### config.mk
export PLATFORM = sky130hd
export DESIGN_NAME = mux_8to1_rr_arbiter
export DESIGN_NICKNAME = d
export VERILOG_FILES = /design/src/rtl/mux_8to1_rr_arbiter.sv
export SDC_FILE = /design/constraint.sdc
export NUM_CORES = 1
export LEC_CHECK = 0
export CELL_PAD_IN_SITES_DETAIL_PLACEMENT = 0
export CELL_PAD_IN_SITES_GLOBAL_PLACEMENT = 1
export CORE_MARGIN = 8
export CORE_UTILIZATION = 41
export DETAILED_ROUTE_END_ITERATION = 10
export PLACE_DENSITY_LB_ADDON = 0.2
export SLEW_MARGIN = 20
export SYNTH_ARGS = -nofsm -noshare
export SYNTH_HDL_FRONTEND = slang
export SYNTH_SLANG_ARGS = --single-unit
### constraint.sdc
create_clock -name clk -period 4.5 [get_ports clk]
set_clock_uncertainty 0.2 [all_clocks]
set_input_delay 0.9 -clock clk [delete_from_list [all_inputs] [get_ports clk]]
set_output_delay 0.9 -clock clk [all_outputs]
set_load 0.01 [all_outputs]
### src/rtl/mux_8to1_rr_arbiter.sv
// Round-robin arbiter and sequencer for a shared 8:1 serial mux path.
// Eight requesters compete for the single output line. A grant lasts until
// the holder drops its request or the burst limit is reached. One idle
// cycle always separates consecutive grants. The requester just served
// then has the lowest priority in the next arbitration.
module mux_8to1_rr_arbiter #(
  parameter int MAX_BURST = 8  // legal range 1..255
) (
  input  logic       clk,
  input  logic       rst,
  input  logic [7:0] req,
  input  logic [7:0] i,
  output logic [7:0] gnt,
  output logic [2:0] s,
  output logic       o,
  output logic       valid,
  output logic       busy
);

  typedef enum logic {
    ST_IDLE = 1'b0,
    ST_BUSY = 1'b1
  } state_t;

  // Count value on which a burst is forcibly ended.
  localparam logic [7:0] LP_LAST = 8'(MAX_BURST - 1);

  state_t     r_state;
  logic [2:0] r_ptr;    // highest-priority requester for the next arbitration
  logic [2:0] r_s;
  logic [7:0] r_gnt;
  logic [7:0] r_cnt;    // cycles already spent in the current burst

  logic       w_found;
  logic [2:0] w_winner;
  logic [2:0] w_idx;
  logic       w_busy;
  logic       w_valid;
  logic       w_release;

  // Rotating priority search: first active request at ptr, ptr+1, ... (mod 8).
  always_comb begin
    // NOTE: every signal gets a default before the loop, so no path leaves
    // it unassigned and no latch is inferred.
    w_found  = 1'b0;
    w_winner = r_ptr;
    w_idx    = r_ptr;
    for (int k = 0; k < 8; k++) begin
      w_idx = r_ptr + 3'(k);
      if (!w_found && req[w_idx]) begin
        w_found  = 1'b1;
        w_winner = w_idx;
      end
    end
  end

  assign w_busy    = (r_state == ST_BUSY);
  assign w_valid   = w_busy && req[r_s];
  assign w_release = !req[r_s] || (r_cnt == LP_LAST);

  // Arbitration FSM: grant, count the burst, release and advance the pointer.
  always_ff @(posedge clk) begin
    // NOTE: state registers use non-blocking assignments so that every
    // right-hand side sees the values from before this edge.
    if (rst) begin
      r_state <= ST_IDLE;
      r_ptr   <= 3'd0;
      r_s     <= 3'd0;
      r_gnt   <= 8'h00;
      r_cnt   <= 8'd0;
    end else begin
      case (r_state)
        ST_IDLE: begin
          if (w_found) begin
            r_s     <= w_winner;
            r_gnt   <= 8'h01 << w_winner;
            r_cnt   <= 8'd0;
            r_state <= ST_BUSY;
          end
        end
        ST_BUSY: begin
          if (w_release) begin
            // s is kept so the output select does not move during the gap.
            r_state <= ST_IDLE;
            r_gnt   <= 8'h00;
            r_cnt   <= 8'd0;
            r_ptr   <= r_s + 3'd1;
          end else begin
            r_cnt <= r_cnt + 8'd1;
          end
        end
        default: begin
          r_state <= ST_IDLE;
          r_gnt   <= 8'h00;
          r_cnt   <= 8'd0;
        end
      endcase
    end
  end

  assign gnt   = r_gnt;
  assign s     = r_s;
  assign busy  = w_busy;
  assign valid = w_valid;
  assign o     = w_valid & i[r_s];

endmodule

Word-level counts from Yosys, hierarchy flattened
Index checks and enable logic that the tools add are counted.
- register bits after elaboration: 23
- output and inout port bits: 14
- add/subtract/negate cells: 9
- $lt $le $gt $ge: 9
- equal/unequal tests: 3
- shift-type cells: 1
- muxes and demuxes: 44
- bitwise logic cells: 2
- reductions and logical operators: 20
- operators with widths (kind ; number):
    $lt 3x4->1 const B ; 9
    $mux 8 ; 4
    $pmux 8 s2 ; 2
    $bmux 1 s3 ; 10
    $mux 3 ; 7
    $mux 1 ; 20
    $add 3x3->3 const B ; 4
    $add 8x1->8 const B ; 1
    $eq 8x3->1 const B ; 1
    $logic_and 1x1->1 ; 8
    $logic_not 1->1 ; 8
    $shl 1x3->8 const A ; 1
    $add 3x1->3 const B ; 2
    $add 3x2->3 const B ; 2
    $reduce_and 2->1 ; 3
    $ne 2x1->1 const B ; 1
    $ne 2x2->1 const B ; 1
    $pmux 1 s2 ; 1
    $and 1x1->1 ; 1
    $logic_or 1x1->1 ; 1
    $not 1->1 ; 1

Longest topological paths before layout
- depth in word-level cells: 27
- depth in mapped cells: 14
- mapped depth without buffers: 10

Least setup slack after synthesis
Ideal clock, no wire load.
- path type: register to register
- from: register r_ptr[1]
- to: register r_gnt[4] (netlist: gnt[4])
- library setup time: 0.117 ns
- data arrival time: 3.787 ns
- data required time: 4.183 ns
- path slack: 0.396 ns
- stages on the path, launching flop included: 14
- clock period less this slack: 4.104 ns
- path through: dfxtp_1 clkbuf_1 clkbuf_1 inv_1 ha_1 buf_6 mux2_1 mux4_2 a2111oi_4 and4_1 o31ai_1 a221o_1 and3b_4 a32o_1
- cells in the longest elaborated chain, start to end: 27
- elaborated cells on any way between the ends: 57
- classes of those cells: 7 x add/sub; 1 x eq/ne; 1 x shift; 33 x mux; 15 x reduce/logical
- RTL lines (what ; RTL line ; source):
    from (decl) ; 29 ; logic [2:0] r_ptr;
    from (signal assigned) ; 87 ; r_ptr <= r_s + 3'd1;
    parallel branches: the longest is 27 deep, another holds $add 3x1->3 ; - ;
    to (signal assigned) ; 76 ; r_gnt <= 8'h01 << w_winner;
    to (decl) ; 31 ; logic [7:0] r_gnt;
Several ways; the timed one is not identified. The select of a mux whose other input is x is not followed.
A chain may end at the register's enable or synchronous reset.

Worst setup path in the final report
- from: input port req[7]
- to: output port valid
- cells in the longest elaborated chain, start to end: 3
- RTL lines (what ; RTL line ; source):
    from (decl) ; 11 ; input logic [7:0] req,
    $bmux 1 s3 ; 58 ; assign w_valid = w_busy && req[r_s];
    $mux 1 (not written as such) ; 58 ;
    $logic_and 1x1->1 ; 58 ;
    to (decl) ; 16 ; output logic valid,
No other way between the ends. The select of a mux whose other input is x is not followed.

==> out/qor.yml <==
placement:
  dp_hpwl_mm: 4.29
  post-place-ws_ns: 0.331
  place_area_um2: 2510
  io_buffers: 31
  place_congestion: 0.839
drt:
  wl_mm: 5.56
  detail_route.vias_per_cell: 6.01
  vias: 2069
  drt-initial-drc-count: 105
  dr.pass1.iters: 4
  drc: 0
  antenna_left: 0
  wl_per_cell_um: 16.2
global_routing:
  grt_max_degree: 21
  track_usage_pct: 14.7
  grt_pass1_vias: 1871
  grt_pass1_wl_mm: 9.13
  antenna_found_initial: 0
  overflow: 0
synth:
  synth_top_area_share_pct: 21.6
  netlist_area_um2: 2130
  syn-num-nets: 268
  ys_async_sr_fraction_pct: 0
  synth_common_cells: "nor2_1, dfxtp_1, a21oi_1, nand2_1, mux2i_1"
  yosysSeqAreaShare_pct: 21.6
  synth_most_common_cell: "nor2_1"
  synth-seq-cells: 23
  ys_warn_count: 0
  synthTopCellsByArea: "dfxtp_1, mux4_2, mux2i_1"
  synth_edf_count: 0
  synth_cell_type_count: 56
  syn_inst: 246
  avgSynthCellArea_um2: 8.66
  yosysTopAreaCell: "dfxtp_1"
  synth-main-ff-cell: "dfxtp_1"
worst_setup_path:
  path_max_fanout: 7
  rrSetupSlack_ns: 0.53
  crit_top_cell: "clkdlybuf4s50_1"
  arrival_ns: 2.89
  crit_required_ns: 3.40
  path_cells: "clkdlybuf4s50_1, mux4_2, mux2i_1, nor2_1, clkdlybuf4s50_1"
  crit_path_top_delay_cell: "mux4_2"
  crit_buf_inv: 2
  cp-end-kind: "output pin"
  cpPeakStageDelay_ns: 0.52
  cp_top_family: "buffers and inverters"
  criticalPathCategory: "primary input to output pin"
  start_kind: "primary input"
cells_and_area:
  fin_area_um2: 2560
  fillCellCount: 510
  layout-drive-gt1-share_pct: 11.7
  multi_input_comb_area_um2: 1580
  diodes: 0
  regArea_um2: 460
  area_growth_pct: 20.2
  nets: 297
clock_network:
  clk_path_buf_depth: 2
  cts_sinks: 23
  path_clk_slew_ns: 0.08
  insertion_delay_ns: 0.26
  cts_made_buffers: 3
  holdBufCountCts: 0
  cts_resized: 0
  post_cts_buffers: 0
  htreeDepth: 1
  tritoncts: "built"
  cts-root-buf: "clkbuf_8"
power:
  p_per_area_nw_per_um2: 387
  max-vdd-ir-drop_uv: 185
  total_power_uw: 991
  p_leak_nw: 0.890
sta:
  timing.final.ws_setup_ns: 0.509
  min_period_ns: 3.99
  hold_ws_ns: 0.272
  hold_violations: 0
  tns_ns: 0
  maxSlewHeadroom_pct: 52.4
  slew_violations: 0
  fin_crit_sh_pct: 88.7
  worst_pin_slew_ns: 0.712
  rsz0062_at_grt: "false"
  setup_viol: 0
  max_freq_mhz: 251
outcome:
  outcome: "completed"
floorplan:
  fp.dieH_um: 88.1
  design.core.area_um2: 5070
  chipWidth_um: 88.1
  io_pins: 32
  start_util_pct: 42.0
  dieArea_um2: 7760
  rows: 26
worst_hold_path:
  worstHoldPathType: "register to register"
flow_run:
  maxCapViolCount: 0
per-stage QoR:
stage          utilization [%]  instances
2_1_floorplan                -        246
3_3_place_gp              49.5        340
3_5_place_dp              49.5        340
4_1_cts                   50.4        344
5_1_grt                   50.4        344
6_report                  50.4        344
state kept, by name, summed over array words and instances (netlist names):
register	count
r_ptr	3
s	3
r_cnt	8
gnt	8
busy	1
final cells by class:
type	count	area share, %
clock buffers	3	1.61
clock inverters	1	0.196
inverters	7	1.03
multi-input cells	203	61.9
flip-flops and latches	23	18.0
well taps	70	3.42
repair buffers	37	13.9
placed cells by master (no fill, tap or decap), types with 3 or more instances in the layout:
cell / n
clkdlybuf4s50_1: 31
nor2_1: 24
dfxtp_1: 23
nand2_1: 21
a21oi_1: 21
mux2i_1: 16
mux4_2: 11
o21ai_0: 10
a32o_1: 9
inv_1: 6
nand3_1: 6
buf_4: 6
nand2b_1: 5
xnor2_1: 5
nand3b_1: 5
nor2b_1: 4
o221ai_1: 4
a211o_1: 4
ha_1: 4
nor3_1: 3
a22oi_1: 3
and4_1: 3
o22ai_1: 3
and3_1: 3
clkbuf_8: 3
kinds of logic (layout without fill, tap and decap cells):
family                     count (synthesis)  after routing  synth area share, %
xor gates and xnor gates                   7              7                 2.88
muxes                                     31             31                 21.6
adders and majority gates                  4              4                 2.35
AOI/OAI and AO/OA                         77             77                 26.9
buffers and inverters                     20             48                 3.99
DFF                                       23             23                 21.6
and+or+nand+nor                           84             84                 20.7
power breakdown:
part           switching [mW]  leakage, nW  internal, mW
clock                  0.0663       0.0255        0.0618
sequential             0.0298        0.187         0.227
combinational           0.334        0.678         0.272
path summary, 6_finish.rpt:
| path | from | end | depth (start not counted) |
|---|---|---|---|
| worst max register to register | r_ptr[1] | gnt[5] | 11 |
| worst min-delay path | gnt[2] | gnt[2] | 1 |
| worst min register to register | gnt[2] | gnt[2] | 1 |
| worst max-delay path | req[7] | valid | 5 |
layer usage:
metal	track usage (%)	part of all wire, %
met2	21.5	44
met1	20.7	48
met5	0	0
met3	4.13	7.3
met4	2.92	0.38
Note: power is estimated with default switching activity, not from simulation.
